**src/rtl/ex_muldiv_pkg.sv**
```systemverilog
// ex_muldiv_pkg: shared funct3 constants, FSM/class encodings and small helpers
// for the iterative RV32M multiply/divide execute unit.
package ex_muldiv_pkg;

    // RV32M funct3 encodings.
    localparam logic [2:0] EXE_MD_MUL    = 3'b000;
    localparam logic [2:0] EXE_MD_MULH   = 3'b001;
    localparam logic [2:0] EXE_MD_MULHSU = 3'b010;
    localparam logic [2:0] EXE_MD_MULHU  = 3'b011;
    localparam logic [2:0] EXE_MD_DIV    = 3'b100;
    localparam logic [2:0] EXE_MD_DIVU   = 3'b101;
    localparam logic [2:0] EXE_MD_REM    = 3'b110;
    localparam logic [2:0] EXE_MD_REMU   = 3'b111;

    typedef enum logic [1:0] {
        MD_IDLE  = 2'b00,
        MD_CALC  = 2'b01,
        MD_FIXUP = 2'b10,
        MD_DONE  = 2'b11
    } md_state_e;

    // Signedness class: ops in one class share the same full-width result.
    typedef enum logic [2:0] {
        MD_CLS_MUL_UU = 3'd0,
        MD_CLS_MUL_SS = 3'd1,
        MD_CLS_MUL_SU = 3'd2,
        MD_CLS_DIV_S  = 3'd3,
        MD_CLS_DIV_U  = 3'd4
    } md_cls_e;

    localparam int MD_MAX_XLEN = 64;

    // Most negative two's-complement value for an xlen-bit word (caller truncates).
    function automatic logic [MD_MAX_XLEN-1:0] md_min_int(input int unsigned xlen);
        return {{(MD_MAX_XLEN-1){1'b0}}, 1'b1} << (xlen - 1);
    endfunction

    function automatic logic md_rs1_signed(input logic [2:0] op);
        return (op == EXE_MD_MULH) || (op == EXE_MD_MULHSU) ||
               (op == EXE_MD_DIV)  || (op == EXE_MD_REM);
    endfunction

    function automatic logic md_rs2_signed(input logic [2:0] op);
        return (op == EXE_MD_MULH) || (op == EXE_MD_DIV) || (op == EXE_MD_REM);
    endfunction

    function automatic md_cls_e md_class(input logic [2:0] op);
        md_cls_e cls;
        case (op)
            EXE_MD_MULH:             cls = MD_CLS_MUL_SS;
            EXE_MD_MULHSU:           cls = MD_CLS_MUL_SU;
            EXE_MD_DIV, EXE_MD_REM:  cls = MD_CLS_DIV_S;
            EXE_MD_DIVU, EXE_MD_REMU: cls = MD_CLS_DIV_U;
            default:                 cls = MD_CLS_MUL_UU;
        endcase
        return cls;
    endfunction

    function automatic logic md_is_mul_cls(input md_cls_e cls);
        return cls inside {MD_CLS_MUL_UU, MD_CLS_MUL_SS, MD_CLS_MUL_SU};
    endfunction

endpackage

```
**src/rtl/ex_md_step.sv**
```systemverilog
// ex_md_step: one radix-2 iteration on the 2*XLEN accumulator.
// Multiply: {hi,lo} holds {partial product, remaining multiplier}; add-or-skip then shift right.
// Divide:   {hi,lo} holds {partial remainder, dividend/quotient}; shift left then trial subtract.
module ex_md_step
    import ex_muldiv_pkg::*;
#(
    parameter int XLEN = 32
) (
    input  logic              i_is_div,
    input  logic [2*XLEN-1:0] i_acc,
    input  logic [XLEN-1:0]   i_opnd,
    output logic [2*XLEN-1:0] o_acc
);

    logic [XLEN:0] w_sum;
    logic [XLEN:0] w_rem_sh;
    logic [XLEN:0] w_trial;

    // Compute both step flavours and pick the one for the current op.
    always_comb begin
        // NOTE: every combinational output gets a value on every path, so no latch is inferred.
        w_sum    = {1'b0, i_acc[2*XLEN-1:XLEN]} + (i_acc[0] ? {1'b0, i_opnd} : '0);
        w_rem_sh = i_acc[2*XLEN-1:XLEN-1];
        w_trial  = w_rem_sh - {1'b0, i_opnd};
        if (i_is_div) begin
            // Borrow (top bit set) means the divisor did not fit: restore.
            if (!w_trial[XLEN]) o_acc = {w_trial[XLEN-1:0], i_acc[XLEN-2:0], 1'b1};
            else                o_acc = {w_rem_sh[XLEN-1:0], i_acc[XLEN-2:0], 1'b0};
        end else begin
            o_acc = {w_sum, i_acc[XLEN-1:1]};
        end
    end

endmodule

```
**src/rtl/ex_muldiv.sv**
```systemverilog
// ex_muldiv: iterative RV32M multiply/divide unit in EX, one op at a time,
// radix-2 over XLEN cycles with a sign fix-up cycle and a one-cycle result pulse.
// Optional feature: define EX_MD_RESULT_CACHE_EN for a one-entry result cache.
module ex_muldiv
    import ex_muldiv_pkg::*;
#(
    parameter int XLEN  = 32,
    parameter int CNT_W = $clog2(XLEN)
) (
    input  logic            clk,
    input  logic            rst,
    input  logic            flush_i,
    input  logic            start_i,
    output logic            ready_o,
    input  logic [2:0]      op_i,
    input  logic [XLEN-1:0] reg1_i,
    input  logic [XLEN-1:0] reg2_i,
    input  logic [4:0]      wd_i,
    input  logic            wreg_i,
    output logic            busy_o,
    output logic            valid_o,
    output logic [4:0]      wd_o,
    output logic            wreg_o,
    output logic [XLEN-1:0] wdata_o
);

    localparam logic [XLEN-1:0] MIN_INT = XLEN'(md_min_int(XLEN));

    md_state_e         r_state, w_next_state;
    logic [CNT_W-1:0]  r_cnt;
    logic [2:0]        r_op;
    logic [4:0]        r_wd;
    logic [4:0]        r_wd_out;
    logic              r_wreg;
    logic [XLEN-1:0]   r_wdata;
    logic [2*XLEN-1:0] r_acc;
    logic [XLEN-1:0]   r_opnd;
    logic              r_neg_hi;   // product sign (MUL) or remainder sign (DIV)
    logic              r_neg_lo;   // quotient sign (DIV)

    logic              w_accept;
    logic              w_s1, w_s2;
    logic [XLEN-1:0]   w_mag1, w_mag2;
    logic              w_special;
    logic [XLEN-1:0]   w_special_res;
    logic              w_hit;
    logic [XLEN-1:0]   w_hit_res;
    logic [2*XLEN-1:0] w_step_acc;
    logic [XLEN-1:0]   w_quo, w_rem;
    logic [2*XLEN-1:0] w_fix_full;

    // MUL and DIV/DIVU return the low word; the rest return the high word.
    function automatic logic [XLEN-1:0] pick_result(input logic [2:0] op,
                                                    input logic [2*XLEN-1:0] full);
        logic take_low;
        take_low = (op == EXE_MD_MUL) || (op == EXE_MD_DIV) || (op == EXE_MD_DIVU);
        return take_low ? full[XLEN-1:0] : full[2*XLEN-1:XLEN];
    endfunction

    ex_md_step #(.XLEN(XLEN)) u_step (
        .i_is_div (r_op[2]),
        .i_acc    (r_acc),
        .i_opnd   (r_opnd),
        .o_acc    (w_step_acc)
    );

    assign w_accept = start_i && ready_o && !flush_i;
    assign wreg_o   = valid_o && r_wreg;
    assign wd_o     = r_wd_out;
    assign wdata_o  = r_wdata;

    // Decode the incoming op: operand signs, magnitudes and the divide special cases.
    always_comb begin
        w_s1          = md_rs1_signed(op_i) & reg1_i[XLEN-1];
        w_s2          = md_rs2_signed(op_i) & reg2_i[XLEN-1];
        w_mag1        = w_s1 ? -reg1_i : reg1_i;
        w_mag2        = w_s2 ? -reg2_i : reg2_i;
        w_special     = 1'b0;
        w_special_res = '0;
        if (op_i[2]) begin
            if (reg2_i == '0) begin
                w_special     = 1'b1;
                w_special_res = op_i[1] ? reg1_i : '1;
            end else if (!op_i[0] && reg1_i == MIN_INT && reg2_i == '1) begin
                w_special     = 1'b1;
                w_special_res = op_i[1] ? '0 : MIN_INT;
            end
        end
    end

    // Apply the result signs to the magnitude product or quotient/remainder.
    always_comb begin
        w_quo = r_neg_lo ? -r_acc[XLEN-1:0] : r_acc[XLEN-1:0];
        w_rem = r_neg_hi ? -r_acc[2*XLEN-1:XLEN] : r_acc[2*XLEN-1:XLEN];
        if (r_op[2]) w_fix_full = {w_rem, w_quo};
        else         w_fix_full = r_neg_hi ? -r_acc : r_acc;
    end

`ifdef EX_MD_RESULT_CACHE_EN
    logic              r_c_valid;
    logic [XLEN-1:0]   r_c_op1, r_c_op2;
    md_cls_e           r_c_cls;
    logic [2*XLEN-1:0] r_c_full;
    logic [XLEN-1:0]   r_raw1, r_raw2;
    md_cls_e           r_cls;
    logic              r_cacheable;
    md_cls_e           w_cls;

    // Match the presented op against the last completed one; MUL accepts any multiply class.
    always_comb begin
        w_cls     = md_class(op_i);
        w_hit     = r_c_valid && (reg1_i == r_c_op1) && (reg2_i == r_c_op2) &&
                    ((w_cls == r_c_cls) ||
                     ((op_i == EXE_MD_MUL) && md_is_mul_cls(r_c_cls)));
        w_hit_res = pick_result(op_i, r_c_full);
    end

    // Remember the accepted op, then publish it only if it is delivered unflushed.
    always_ff @(posedge clk) begin
        if (rst) begin
            r_c_valid   <= 1'b0;
            r_cacheable <= 1'b0;
        end else begin
            if (r_state == MD_IDLE && w_accept) begin
                r_raw1      <= reg1_i;
                r_raw2      <= reg2_i;
                r_cls       <= w_cls;
                r_cacheable <= !w_special && !w_hit;
            end
            if (r_state == MD_DONE && r_cacheable && !flush_i) begin
                r_c_valid <= 1'b1;
                r_c_op1   <= r_raw1;
                r_c_op2   <= r_raw2;
                r_c_cls   <= r_cls;
                r_c_full  <= r_acc;
            end
        end
    end
`else
    assign w_hit     = 1'b0;
    assign w_hit_res = '0;
`endif

    // State register.
    always_ff @(posedge clk) begin
        // NOTE: sequential state uses non-blocking assignments so every flop samples pre-edge values.
        if (rst) r_state <= MD_IDLE;
        else     r_state <= w_next_state;
    end

    // Next state and handshake outputs; flush overrides everything but reset.
    always_comb begin
        w_next_state = r_state;
        ready_o      = (r_state == MD_IDLE);
        busy_o       = (r_state != MD_IDLE);
        valid_o      = 1'b0;
        case (r_state)
            MD_IDLE:  if (start_i) w_next_state = (w_special || w_hit) ? MD_DONE : MD_CALC;
            MD_CALC:  if (r_cnt == '0) w_next_state = MD_FIXUP;
            MD_FIXUP: w_next_state = MD_DONE;
            MD_DONE: begin
                valid_o      = 1'b1;
                w_next_state = MD_IDLE;
            end
            default:  w_next_state = MD_IDLE;
        endcase
        if (flush_i) begin
            w_next_state = MD_IDLE;
            valid_o      = 1'b0;
        end
    end

    // Datapath: capture on accept, iterate in CALC, fix signs and load the result in FIXUP.
    always_ff @(posedge clk) begin
        // NOTE: r_op/r_acc/r_opnd/r_neg_* are not reset; an accept always loads them before use.
        if (rst) begin
            r_cnt    <= '0;
            r_wreg   <= 1'b0;
            r_wd_out <= '0;
            r_wdata  <= '0;
        end else begin
            case (r_state)
                MD_IDLE: begin
                    if (w_accept) begin
                        r_op     <= op_i;
                        r_wd     <= wd_i;
                        r_wreg   <= wreg_i;
                        r_cnt    <= CNT_W'(XLEN - 1);
                        r_neg_lo <= w_s1 ^ w_s2;
                        if (op_i[2]) begin
                            r_acc    <= {{XLEN{1'b0}}, w_mag1};
                            r_opnd   <= w_mag2;
                            r_neg_hi <= w_s1;
                        end else begin
                            r_acc    <= {{XLEN{1'b0}}, w_mag2};
                            r_opnd   <= w_mag1;
                            r_neg_hi <= w_s1 ^ w_s2;
                        end
                        if (w_special) begin
                            r_wdata  <= w_special_res;
                            r_wd_out <= wd_i;
                        end else if (w_hit) begin
                            r_wdata  <= w_hit_res;
                            r_wd_out <= wd_i;
                        end
                    end
                end
                MD_CALC: begin
                    r_acc <= w_step_acc;
                    if (r_cnt != '0) r_cnt <= r_cnt - CNT_W'(1);
                end
                MD_FIXUP: begin
                    if (!flush_i) begin
                        r_acc    <= w_fix_full;
                        r_wdata  <= pick_result(r_op, w_fix_full);
                        r_wd_out <= r_wd;
                    end
                end
                default: ;
            endcase
        end
    end

endmodule

```
**config.mk**
```make
export PLATFORM = sky130hd
export DESIGN_NAME = ex_muldiv
export DESIGN_NICKNAME = d
export VERILOG_FILES = /design/src/rtl/ex_muldiv_pkg.sv /design/src/rtl/ex_md_step.sv /design/src/rtl/ex_muldiv.sv
export SDC_FILE = /design/constraint.sdc
export NUM_CORES = 1
export LEC_CHECK = 0
export ABC_CLOCK_PERIOD_IN_PS = 6200
export BUFFER_PORTS_ARGS = -buffer_cell sky130_fd_sc_hd__buf_2
export CAP_MARGIN = 20
export CORE_ASPECT_RATIO = 1.5
export CORE_MARGIN = 10
export CORE_UTILIZATION = 40
export DETAILED_ROUTE_END_ITERATION = 7
export HOLD_SLACK_MARGIN = 0.02
export SLEW_MARGIN = 20
export SYNTH_ARGS = -nofsm -noshare
export SYNTH_HDL_FRONTEND = slang
export SYNTH_SLANG_ARGS = --single-unit
```
**constraint.sdc**
```tcl
create_clock -name clk -period 6.2 [get_ports clk]
set_input_delay 0.93 -clock clk [delete_from_list [all_inputs] [get_ports clk]]
set_output_delay 0.93 -clock clk [all_outputs]
set_load 0.1 [all_outputs]
```
==> results of run 1 <==
-- Yosys cell counts (all sizes together) (5+ instances only) --
cell | number | area share
nor2 | 201 | 0.051
a21oi | 131 | 0.045
nand2 | 119 | 0.030
edfxtp | 106 | 0.22
mux2i | 98 | 0.067
xnor2 | 93 | 0.055
o21ai | 91 | 0.031
inv | 80 | 0.020
xor2 | 79 | 0.047
clkbuf | 77 | 0.020
ha | 75 | 0.064
nor3 | 54 | 0.019
dfxtp | 45 | 0.061
a22oi | 38 | 0.019
o31ai | 33 | 0.017
mux2 | 32 | 0.025
a21o | 31 | 0.016
a211oi | 30 | 0.015
or3 | 27 | 0.012
nand3 | 26 | 0.0089
a31oi | 24 | 0.010
nand4 | 22 | 0.0094
buf | 19 | 0.0061
o221ai | 19 | 0.011
nor4 | 17 | 0.0081
o21bai | 16 | 0.0082
o211ai | 14 | 0.0072
or4 | 14 | 0.0072
and2 | 12 | 0.0051
nand2b | 12 | 0.0051
o21a | 11 | 0.0056
o41ai | 11 | 0.0066
a311oi | 9 | 0.0058
a221oi | 8 | 0.0048
and3 | 8 | 0.0034
nor2b | 7 | 0.0030
o2111a | 7 | 0.0054
or2 | 7 | 0.0030
nor3b | 6 | 0.0031
a2111oi | 5 | 0.0030
o22ai | 5 | 0.0021
-- worst paths after layout --
check	start	to	slack [ps]	cells past startpoint
worst max-delay path	r_acc[31]$_DFFE_PP_	r_acc[32]$_DFFE_PP_	1630	14
worst min-delay path	r_wreg$_SDFFE_PP0P_	r_wreg$_SDFFE_PP0P_	470	2
worst max register to register	r_acc[31]$_DFFE_PP_	r_acc[32]$_DFFE_PP_	1630	14
worst min register to register	r_wreg$_SDFFE_PP0P_	r_wreg$_SDFFE_PP0P_	470	2
-- flip-flops by register name (all words and copies together), names as in the netlist --
signal and count:
r_acc 64, r_opnd 32, wdata_o 32, r_cnt 5
r_wd 5, wd_o 5, r_op 3, r_state 2
r_neg_hi 1, r_neg_lo 1, r_wreg 1
-- kinds of logic (layout without fill, tap and decap cells) --
| logic type | after synthesis | in the layout | synth area share |
|---|---|---|---|
| buffers and inverters | 177 | 253 | 0.0465 |
| muxes | 130 | 130 | 0.0916 |
| adders and majority gates | 77 | 77 | 0.0666 |
| DFF | 151 | 151 | 0.278 |
| and+or+nand+nor | 552 | 552 | 0.180 |
| xor gates and xnor gates | 172 | 172 | 0.103 |
| AOI/OAI and AO/OA | 516 | 516 | 0.234 |
-- routing by layer --
| layer | GRT usage | up-vias |
|---|---|---|
| met5 | 0 | - |
| met4 | 0.0973 | 0 |
| met3 | 0.0280 | 86 |
| met2 | 0.409 | 512 |
| met1 | 0.266 | 6761 |
| li1 | - | 6752 |
-- metrics by stage --
stage               power, mW   util  instance area [um^2]  std cells  hold WS [ps]
finish                   3.28  0.451                 16300       2329           470
global route             3.43  0.451                 16300       2329           522
CTS                      3.28  0.451                 16300       2329           473
detailed placement       2.26  0.435                 15700       2297           464
global placement         2.25  0.435                 15700       2297           460
floorplan                1.97      -                 14700       1775           449
-- tightest hold or removal path: cells and delay by family, from the launching register on --
family	cells	cell delay, ps
DFF	1	300
AOI/OAI and AO/OA	2	120
-- layout make-up --
type / count / area [um^2] / area share
multi-input combinational: 1447 / 9950 / 0.612
timing repair buffer: 140 / 761 / 0.0468
inverter: 81 / 304 / 0.0187
clock inverter: 9 / 66.3 / 0.00408
tap: 478 / 598 / 0.0368
clock buffer: 23 / 500 / 0.0308
sequential: 151 / 4080 / 0.251
-- power groups by stage --
stage	logic, mW	registers [mW]	clock network [mW]
final	1.01	1.24	1.02
after global routing	1.12	1.25	1.07
after CTS	1.01	1.24	1.04
after detailed placement	0.999	1.26	0
after global placement	0.989	1.26	0
after floorplan	0.716	1.26	0
==> flow_summary.toml, run 1 <==
[drt]
firstDrtPassIters = 8
vias = 14100
routedLengthMet1_um = 21000
ant_nets = 0
vias_per_cell = 6.06
top_routing_layer_in_use = "met4"
drc_violations = 0
wl_met2_um = 26100
dr.first_iter.drc_count = 1138
route.final.wire_length_um = 51900
route.detailed.wl_per_inst_um = 22.3
dr_wl_met3_um = 2680

[clock_network]
ctsLongestPathBuffers = 2
cts_resized = 0
clk_transition_reported_paths_ps = 60
cts_hold_buf = 0
postCtsSetupBuffers = 0
clk_root_buffer_cell = "sky130_fd_sc_hd__clkbuf_16"
clock_tree_from_tritoncts = "yes"
clock_latency_ps = 450
clock_tree.htree_level_count = 4
cts_made_buffers = 17
cts.sink_count = 151

[yosys]
synth_top_flop_cell = "sky130_fd_sc_hd__edfxtp_1"
synth.yosys.warnings = 0
postSynthAreaPerCell_um2 = 8.27
ys_ff_latch = 151
syn-instance-count = 1775
synth_cell_type_count = 80
synth-edff-count = 106
synth.cell_area_mm2 = 0.0147
mappedNetlistNets = 1929
synth_seq_area_share = 0.278
async_flop_share = 0

[die]
effective_utilization_at_floorplan = 0.407
die_w_um = 176
fp.coreArea_mm2 = 0.0361
num_rows = 85
chipHeight_um = 255
dieArea_mm2 = 0.0449
ioPinCount = 118

[worst_setup_path]
path_cells = "inv_1 > ha_1 > inv_1 > fa_1 > a211oi_1 > o21ai_0 > o21ai_0 > a21oi_1 > o21ai_0 > a211o_1 > and3_2 > buf_4 > mux2_2 > o221ai_1"
crit_buf_inv = 3
most_common_cell_on_crit_path = "sky130_fd_sc_hd__o21ai_0"
cp-start-kind = "flop"
critPathKind = "reg -> reg"
worstPathMaxFanout = 13
slowest_delay_ps = 430
timing.critical_path.arrival_ps = 4820
worst_path_dominant_cell_family = "compound AO/OA/AOI/OAI gates"
crit_path_end_kind = "flop"
timing.critical_path.slowest_stage_cell = "sky130_fd_sc_hd__fa_1"
worst-endpoint-required_ps = 6450

[finish]
insertedDiodeCount = 0
area.growth.synth_to_final_pct = 10.8
post_route_cells_drive_above_1_share = 0.124
layout.cells.most_common_list = "200 x sky130_fd_sc_hd__nor2_1, 131 x sky130_fd_sc_hd__a21oi_1, 119 x sky130_fd_sc_hd__nand2_1"
fillerInstances = 3601
number_of_nets_at_the_end_of_the_flow = 1992
final_common_cell = "sky130_fd_sc_hd__nor2_1"

[sta]
timing.clock.skew_ps = 14.4
final_min_period_over_clock_period = 0.736
maxSlewViolCount = 0
hold_violations = 0
maxClockFrequency_ghz = 0.219
grt_setup_unrepaired = "false"
finalSetupViolations = 0
timing.slew.headroom = 0.330
max_slew.worst_pin.slew_ps = 1000
final_critical_period_ps = 4570
totalNegativeSetupSlack_ps = 0
layout_setup_ws_ps = 1630

[pwr]
share_clk_of_total_power = 0.312
vdd_ir_drop_max_mv = 0.209
power.combinational.fraction = 0.310
power.switching_fraction = 0.354
total_leakage_power_nw = 6.28
seqPwrFrac = 0.379
internal_power_mw = 2.12
cell_pwr_density_mw_per_mm2 = 201
reported_net_switching_power_mw = 1.16

[grt]
grt_max_degree = 68
antenna_found_initial = 0
grt_pass1_wl_um = 80700
grt_pass1_vias = 14000
all_layer_gr_usage = 0.228
global_route.overflow_total = 0

[place]
io_buffers = 117
gp_routability_congestion = 0.965
placement.setup.worst_slack_ps = 1330
hpwl_um = 41600

[min_path]
min-delay-path-class = "reg -> reg"

[flow_run]
max_cap_violations = 0

[outcome]
run_status = "completed"
(Power assumes the default switching activity.)
==> run 2, diff against run 1 <==
ABC_CLOCK_PERIOD_IN_PS = 3750   (was 6200)
clock period = 3.75 ns   (was 6.2 ns; I/O delays follow)
==> flow_summary.toml, run 2 (same netlist as run 1, synthesis figures left out) <==
[worst_setup_path]
worstPathMaxFanout = 7
rr_endpoint = "wdata_o[1]$_SDFFE_PP0P_"
cp-start-kind = "flop"
timing.critical_path.arrival_ps = 3930
crit_path_end_kind = "flop"
worstReg2RegStart = "r_acc[4]$_DFFE_PP_"
r2r.worst_path.cells = 10
critPathKind = "reg -> reg"
worst-endpoint-required_ps = 4040
setup_slack_of_the_most_critical_reg_to_reg_path_ps = 100

[drt]
vias = 14500
firstDrtPassIters = 5
route.detailed.wl_per_inst_um = 22.1
route.final.wire_length_um = 53200
ant_nets = 0
drc_violations = 0
vias_per_cell = 6.01
dr.first_iter.drc_count = 1036

[sta]
timing.slew.headroom = 0.309
finalSetupViolations = 0
timing.clock.skew_ps = 9.74
final_critical_period_ps = 3650
max_slew.worst_pin.slew_ps = 1040
hold_violations = 0
maxClockFrequency_ghz = 0.274
maxSlewViolCount = 0
totalNegativeSetupSlack_ps = 0
final_min_period_over_clock_period = 0.972
grt_setup_unrepaired = "false"
layout_setup_ws_ps = 104

[finish]
layout.cells.most_common_list = "200 x sky130_fd_sc_hd__nor2_1, 130 x sky130_fd_sc_hd__a21oi_1, 119 x sky130_fd_sc_hd__nand2_1"
number_of_flip_flops_in_the_largest_register = 64
area.growth.synth_to_final_pct = 15.8
post_route_cells_drive_above_1_share = 0.166
final_common_cell = "sky130_fd_sc_hd__nor2_1"
postLayoutCoreUtil = 0.472
most_flops_register = "r_acc"
insertedDiodeCount = 0
fillerInstances = 3549
number_of_nets_at_the_end_of_the_flow = 2071
postLayoutCellArea_mm2 = 0.0170

[place]
hpwl_um = 43000
io_buffers = 117
gp_routability_congestion = 0.966
placedInstanceArea_mm2 = 0.0163
placement.setup.worst_slack_ps = -150

[clock_network]
ctsLongestPathBuffers = 2
clk_root_buffer_cell = "sky130_fd_sc_hd__clkbuf_16"
cts.sink_count = 151
clk_transition_reported_paths_ps = 70
clock_tree_from_tritoncts = "yes"
clock_tree.htree_level_count = 4
clock_latency_ps = 460
cts_made_buffers = 17

[flow_run]
max_cap_violations = 0

[grt]
all_layer_gr_usage = 0.231
antenna_found_initial = 0
gr-usage-met2 = 0.412
global_route.overflow_total = 0
grt_max_degree = 67
grt_pass1_wl_um = 81300
grt_pass1_vias = 14200
grt_util_met1 = 0.266
globalRouteMet3Util = 0.0266
gr-max-usage-layer = "met2"

[die]
num_rows = 85
fp.coreArea_mm2 = 0.0361
effective_utilization_at_floorplan = 0.407
chipHeight_um = 255
dieArea_mm2 = 0.0449
die_w_um = 176
ioPinCount = 118

[pwr]
cell_pwr_density_mw_per_mm2 = 329
vdd_ir_drop_max_mv = 0.365
total_leakage_power_nw = 6.68

[min_path]
min-delay-path-class = "in -> reg"
timing.hold.worst_endpoint = "r_wd[1]$_DFFE_PP_"
min-delay-start = "wd_i[1]"
worst_hold_path.num_cells = 1

[outcome]
run_status = "completed"
-- run 2: cell count changes in the layout (fill, tap and decap cells not counted), moves of 3 or more --
cell	previous run	this run
sky130_fd_sc_hd__clkbuf_1	3	0
sky130_fd_sc_hd__o21ai_0	89	86
sky130_fd_sc_hd__o21ai_1	2	5
sky130_fd_sc_hd__inv_8	0	3
sky130_fd_sc_hd__inv_6	1	5
sky130_fd_sc_hd__clkinv_2	3	0
sky130_fd_sc_hd__buf_4	24	97
sky130_fd_sc_hd__buf_12	0	5
-- run 2: power by group --
part	leakage, nW	switching (mW)	internal (mW)
Combinational	5.05	1.09	0.696
Clock	0.278	0.820	0.938
Sequential	1.35	0.120	1.92
-- run 2: area by class of cell --
type                    instances  area [um^2]  area share
well taps                     478          598      0.0352
flip-flops and latches        151         4080       0.240
clock buffers                  17          425      0.0250
inverters                      81          307      0.0180
repair buffers                219         1420      0.0835
clock inverters                15          154     0.00905
multi-input cells            1447        10000       0.589
-- run 2: stage by stage --
stage                     total power, mW  std cells  hold slack, ps
after floorplan                      3.26       1775             449
after global placement               3.80       2375             459
after detailed placement             3.82       2375             476
after CTS                            5.57       2408             277
after global routing                 5.83       2408             292
final                                5.59       2408             299
-- run 2: critical path, stage by stage, from the launching register on --
cell	delay, ps
sky130_fd_sc_hd__edfxtp_1	470
sky130_fd_sc_hd__or4_1	640
sky130_fd_sc_hd__nor4_2	360
sky130_fd_sc_hd__buf_4	240
sky130_fd_sc_hd__nand4_1	270
sky130_fd_sc_hd__nor4_1	500
sky130_fd_sc_hd__nor3_1	90
sky130_fd_sc_hd__a21oi_1	140
sky130_fd_sc_hd__a2bb2oi_1	350
sky130_fd_sc_hd__o221a_2	330
sky130_fd_sc_hd__a211oi_1	90
-- run 2: layer usage --
| layer | share of wire | wire length [um] |
|---|---|---|
| met3 | 0.046 | 2460 |
| met1 | 0.40 | 21400 |
| met4 | 0.050 | 2670 |
| met5 | 0 | 0 |
| met2 | 0.50 | 26800 |
-- run 2: worst max-delay path by stage --
stage,startpoint,endpoint,slack (ps),cells past startpoint
floorplan,r_state[0]$_SDFFE_PP0P_,r_neg_hi$_DFFE_PP_,40,5
global placement,r_acc[0]$_DFFE_PP_,r_acc[60]$_DFFE_PP_,-120,13
detailed placement,r_acc[0]$_DFFE_PP_,r_acc[60]$_DFFE_PP_,-150,13
CTS,r_acc[0]$_DFFE_PP_,r_acc[63]$_DFFE_PP_,50,15
global route,r_acc[34]$_DFFE_PP_,r_acc[63]$_DFFE_PP_,9,10
finish,r_acc[4]$_DFFE_PP_,wdata_o[1]$_SDFFE_PP0P_,100,10
-- run 2: timing repair --
item / in CTS / in global routing
buffers inserted: 1 / 0
setup endpoints to repair: 2 / 35
gates resized for setup: 2 / 16
hold buffers: 0 / 0
pin swaps: 1 / 3
==> run 3, diff against run 2 <==
ABC_CLOCK_PERIOD_IN_PS = 4700   (was 3750)
clock period = 4.7 ns   (was 3.75 ns; I/O delays follow)
==> flow_summary.toml, run 3 (same netlist as run 1, synthesis figures left out) <==
[pwr]
vdd_ir_drop_max_mv = 0.284
share_clk_of_total_power = 0.310
reported_net_switching_power_mw = 1.57
power.combinational.fraction = 0.314
power.switching_fraction = 0.361
internal_power_mw = 2.78
cell_pwr_density_mw_per_mm2 = 265
total_leakage_power_nw = 6.38
power_mw = 4.35
seqPwrFrac = 0.376

[outcome]
run_status = "completed"

[finish]
postLayoutCoreUtil = 0.456
number_of_nets_at_the_end_of_the_flow = 2013
most_flops_register = "r_acc"
final_common_cell = "sky130_fd_sc_hd__nor2_1"
number_of_flip_flops_in_the_largest_register = 64
layout.cells.most_common_list = "200 x sky130_fd_sc_hd__nor2_1, 131 x sky130_fd_sc_hd__a21oi_1, 119 x sky130_fd_sc_hd__nand2_1"
post_route_cells_drive_above_1_share = 0.135
area.growth.synth_to_final_pct = 12.0
fillerInstances = 3580

[clock_network]
clk_transition_reported_paths_ps = 70
cts.sink_count = 151
cts_resized = 0
postCtsSetupBuffers = 0
clock_latency_ps = 450
cts_hold_buf = 0
clk_root_buffer_cell = "sky130_fd_sc_hd__clkbuf_16"
ctsLongestPathBuffers = 2
clock_tree.htree_level_count = 4
clock_tree_from_tritoncts = "yes"
cts_made_buffers = 17

[sta]
final_min_period_over_clock_period = 0.847
max_slew.worst_pin.slew_ps = 985
hold_violations = 0
maxClockFrequency_ghz = 0.251
totalNegativeSetupSlack_ps = 0
finalHoldWorstSlack_ps = 437
timing.clock.skew_ps = 9.77
timing.slew.headroom = 0.342
grt_setup_unrepaired = "false"
maxSlewViolCount = 0
layout_setup_ws_ps = 720
final_critical_period_ps = 3980
finalSetupViolations = 0

[worst_setup_path]
cp-start-kind = "flop"
critPathKind = "reg -> reg"
worstReg2RegStart = "r_acc[31]$_DFFE_PP_"
timing.critical_path.slowest_stage_cell = "sky130_fd_sc_hd__fa_1"
crit_path_end_kind = "flop"
slowest_delay_ps = 430
worst-endpoint-required_ps = 4960
worstPathMaxFanout = 15
setup_slack_of_the_most_critical_reg_to_reg_path_ps = 720
timing.critical_path.arrival_ps = 4240
path_cells = "inv_1 > ha_1 > inv_1 > fa_1 > a211oi_1 > o21ai_0 > o21ai_0 > a21oi_1 > o21ai_0 > a211o_1 > and3_2 > buf_12 > mux2_2 > o221ai_1"
r2r.worst_path.cells = 14
rr_endpoint = "r_acc[32]$_DFFE_PP_"
most_common_cell_on_crit_path = "sky130_fd_sc_hd__o21ai_0"

[min_path]
min-delay-path-class = "in -> reg"
min-delay-start = "wd_i[0]"
worst_hold_path.num_cells = 1
timing.hold.worst_endpoint = "r_wd[0]$_DFFE_PP_"

[place]
gp_routability_congestion = 0.978
hpwl_um = 42000
io_buffers = 117
placement.setup.worst_slack_ps = 577

[die]
effective_utilization_at_floorplan = 0.407
ioPinCount = 118
fp.coreArea_mm2 = 0.0361
num_rows = 85
dieArea_mm2 = 0.0449
die_w_um = 176
chipHeight_um = 255

[drt]
vias = 14200
ant_nets = 0
drc_violations = 0
dr.first_iter.drc_count = 1120
route.detailed.wl_per_inst_um = 22.4
route.final.wire_length_um = 52700
vias_per_cell = 6.04
firstDrtPassIters = 5

[grt]
grt_pass1_vias = 14200
global_route.overflow_total = 0
all_layer_gr_usage = 0.231
grt_pass1_wl_um = 81200
grt_max_degree = 67
antenna_found_initial = 0

[flow_run]
max_cap_violations = 0
run 3: cell types whose count changed in the layout (fill, tap and decap cells not counted), moves of 2 or more:
cell | previous run | this run
sky130_fd_sc_hd__inv_8 | 3 | 0
sky130_fd_sc_hd__clkinv_2 | 0 | 2
sky130_fd_sc_hd__a211oi_1 | 28 | 30
sky130_fd_sc_hd__buf_12 | 5 | 2
sky130_fd_sc_hd__o21ai_0 | 86 | 89
sky130_fd_sc_hd__inv_6 | 5 | 3
sky130_fd_sc_hd__ha_2 | 4 | 2
sky130_fd_sc_hd__buf_4 | 97 | 43
sky130_fd_sc_hd__ha_1 | 71 | 73
sky130_fd_sc_hd__a211oi_2 | 2 | 0
sky130_fd_sc_hd__o21ai_1 | 5 | 2
run 3: metrics by stage:
step | instances | instance area [um^2]
finish | 2351 | 16400
global route | 2350 | 16400
CTS | 2350 | 16400
detailed placement | 2318 | 15900
global placement | 2318 | 15900
floorplan | 1775 | 14700
run 3: worst max path at each step:
stage                       startpoint                        to  slack (ps)  depth (start not counted)
2_1_floorplan  r_state[0]$_SDFFE_PP0P_        r_acc[0]$_DFFE_PP_         330                          6
3_3_place_gp                 reg1_i[0]  wdata_o[15]$_SDFFE_PP0P_         510                         11
3_5_place_dp                 reg1_i[0]  wdata_o[24]$_SDFFE_PP0P_         580                         12
4_1_cts            r_acc[31]$_DFFE_PP_       r_acc[32]$_DFFE_PP_         760                         14
5_1_grt            r_acc[31]$_DFFE_PP_       r_acc[33]$_DFFE_PP_         480                         14
6_report           r_acc[31]$_DFFE_PP_       r_acc[32]$_DFFE_PP_         720                         14
run 3: worst max-delay path: cells and delay by family (launching register included):
kind            cells  cell delay, ps
compound gates      7            1710
fa+ha+maj           2             600
buf+inv             3             360
flops               1             410
mux                 1             350
simple gates        1             360
run 3: layout make-up:
| cell class | instances | area, um^2 | share of cell area |
|---|---|---|---|
| tap | 478 | 598 | 0.0364 |
| antenna | 1 | 2.50 | 0.000152 |
| clock inverter | 12 | 91.3 | 0.00555 |
| inverter | 81 | 304 | 0.0185 |
| multi-input combinational | 1447 | 9960 | 0.605 |
| sequential | 151 | 4080 | 0.248 |
| timing repair buffer | 161 | 943 | 0.0574 |
| clock buffer | 20 | 468 | 0.0285 |
run 3: power by group through the flow:
stage	clock network (mW)	logic, mW	registers [mW]
floorplan	0	0.945	1.66
global placement	0	1.33	1.66
detailed placement	0	1.34	1.66
CTS	1.36	1.35	1.63
global route	1.40	1.50	1.65
finish	1.35	1.36	1.64
run 3: metal layers:
layer	vias up	GRT usage	wire, um
met3	113	0.0283	2740
met5	-	0	0
li1	6792	-	-
met1	6750	0.268	21300
met2	540	0.411	26200
met4	0	0.111	2550
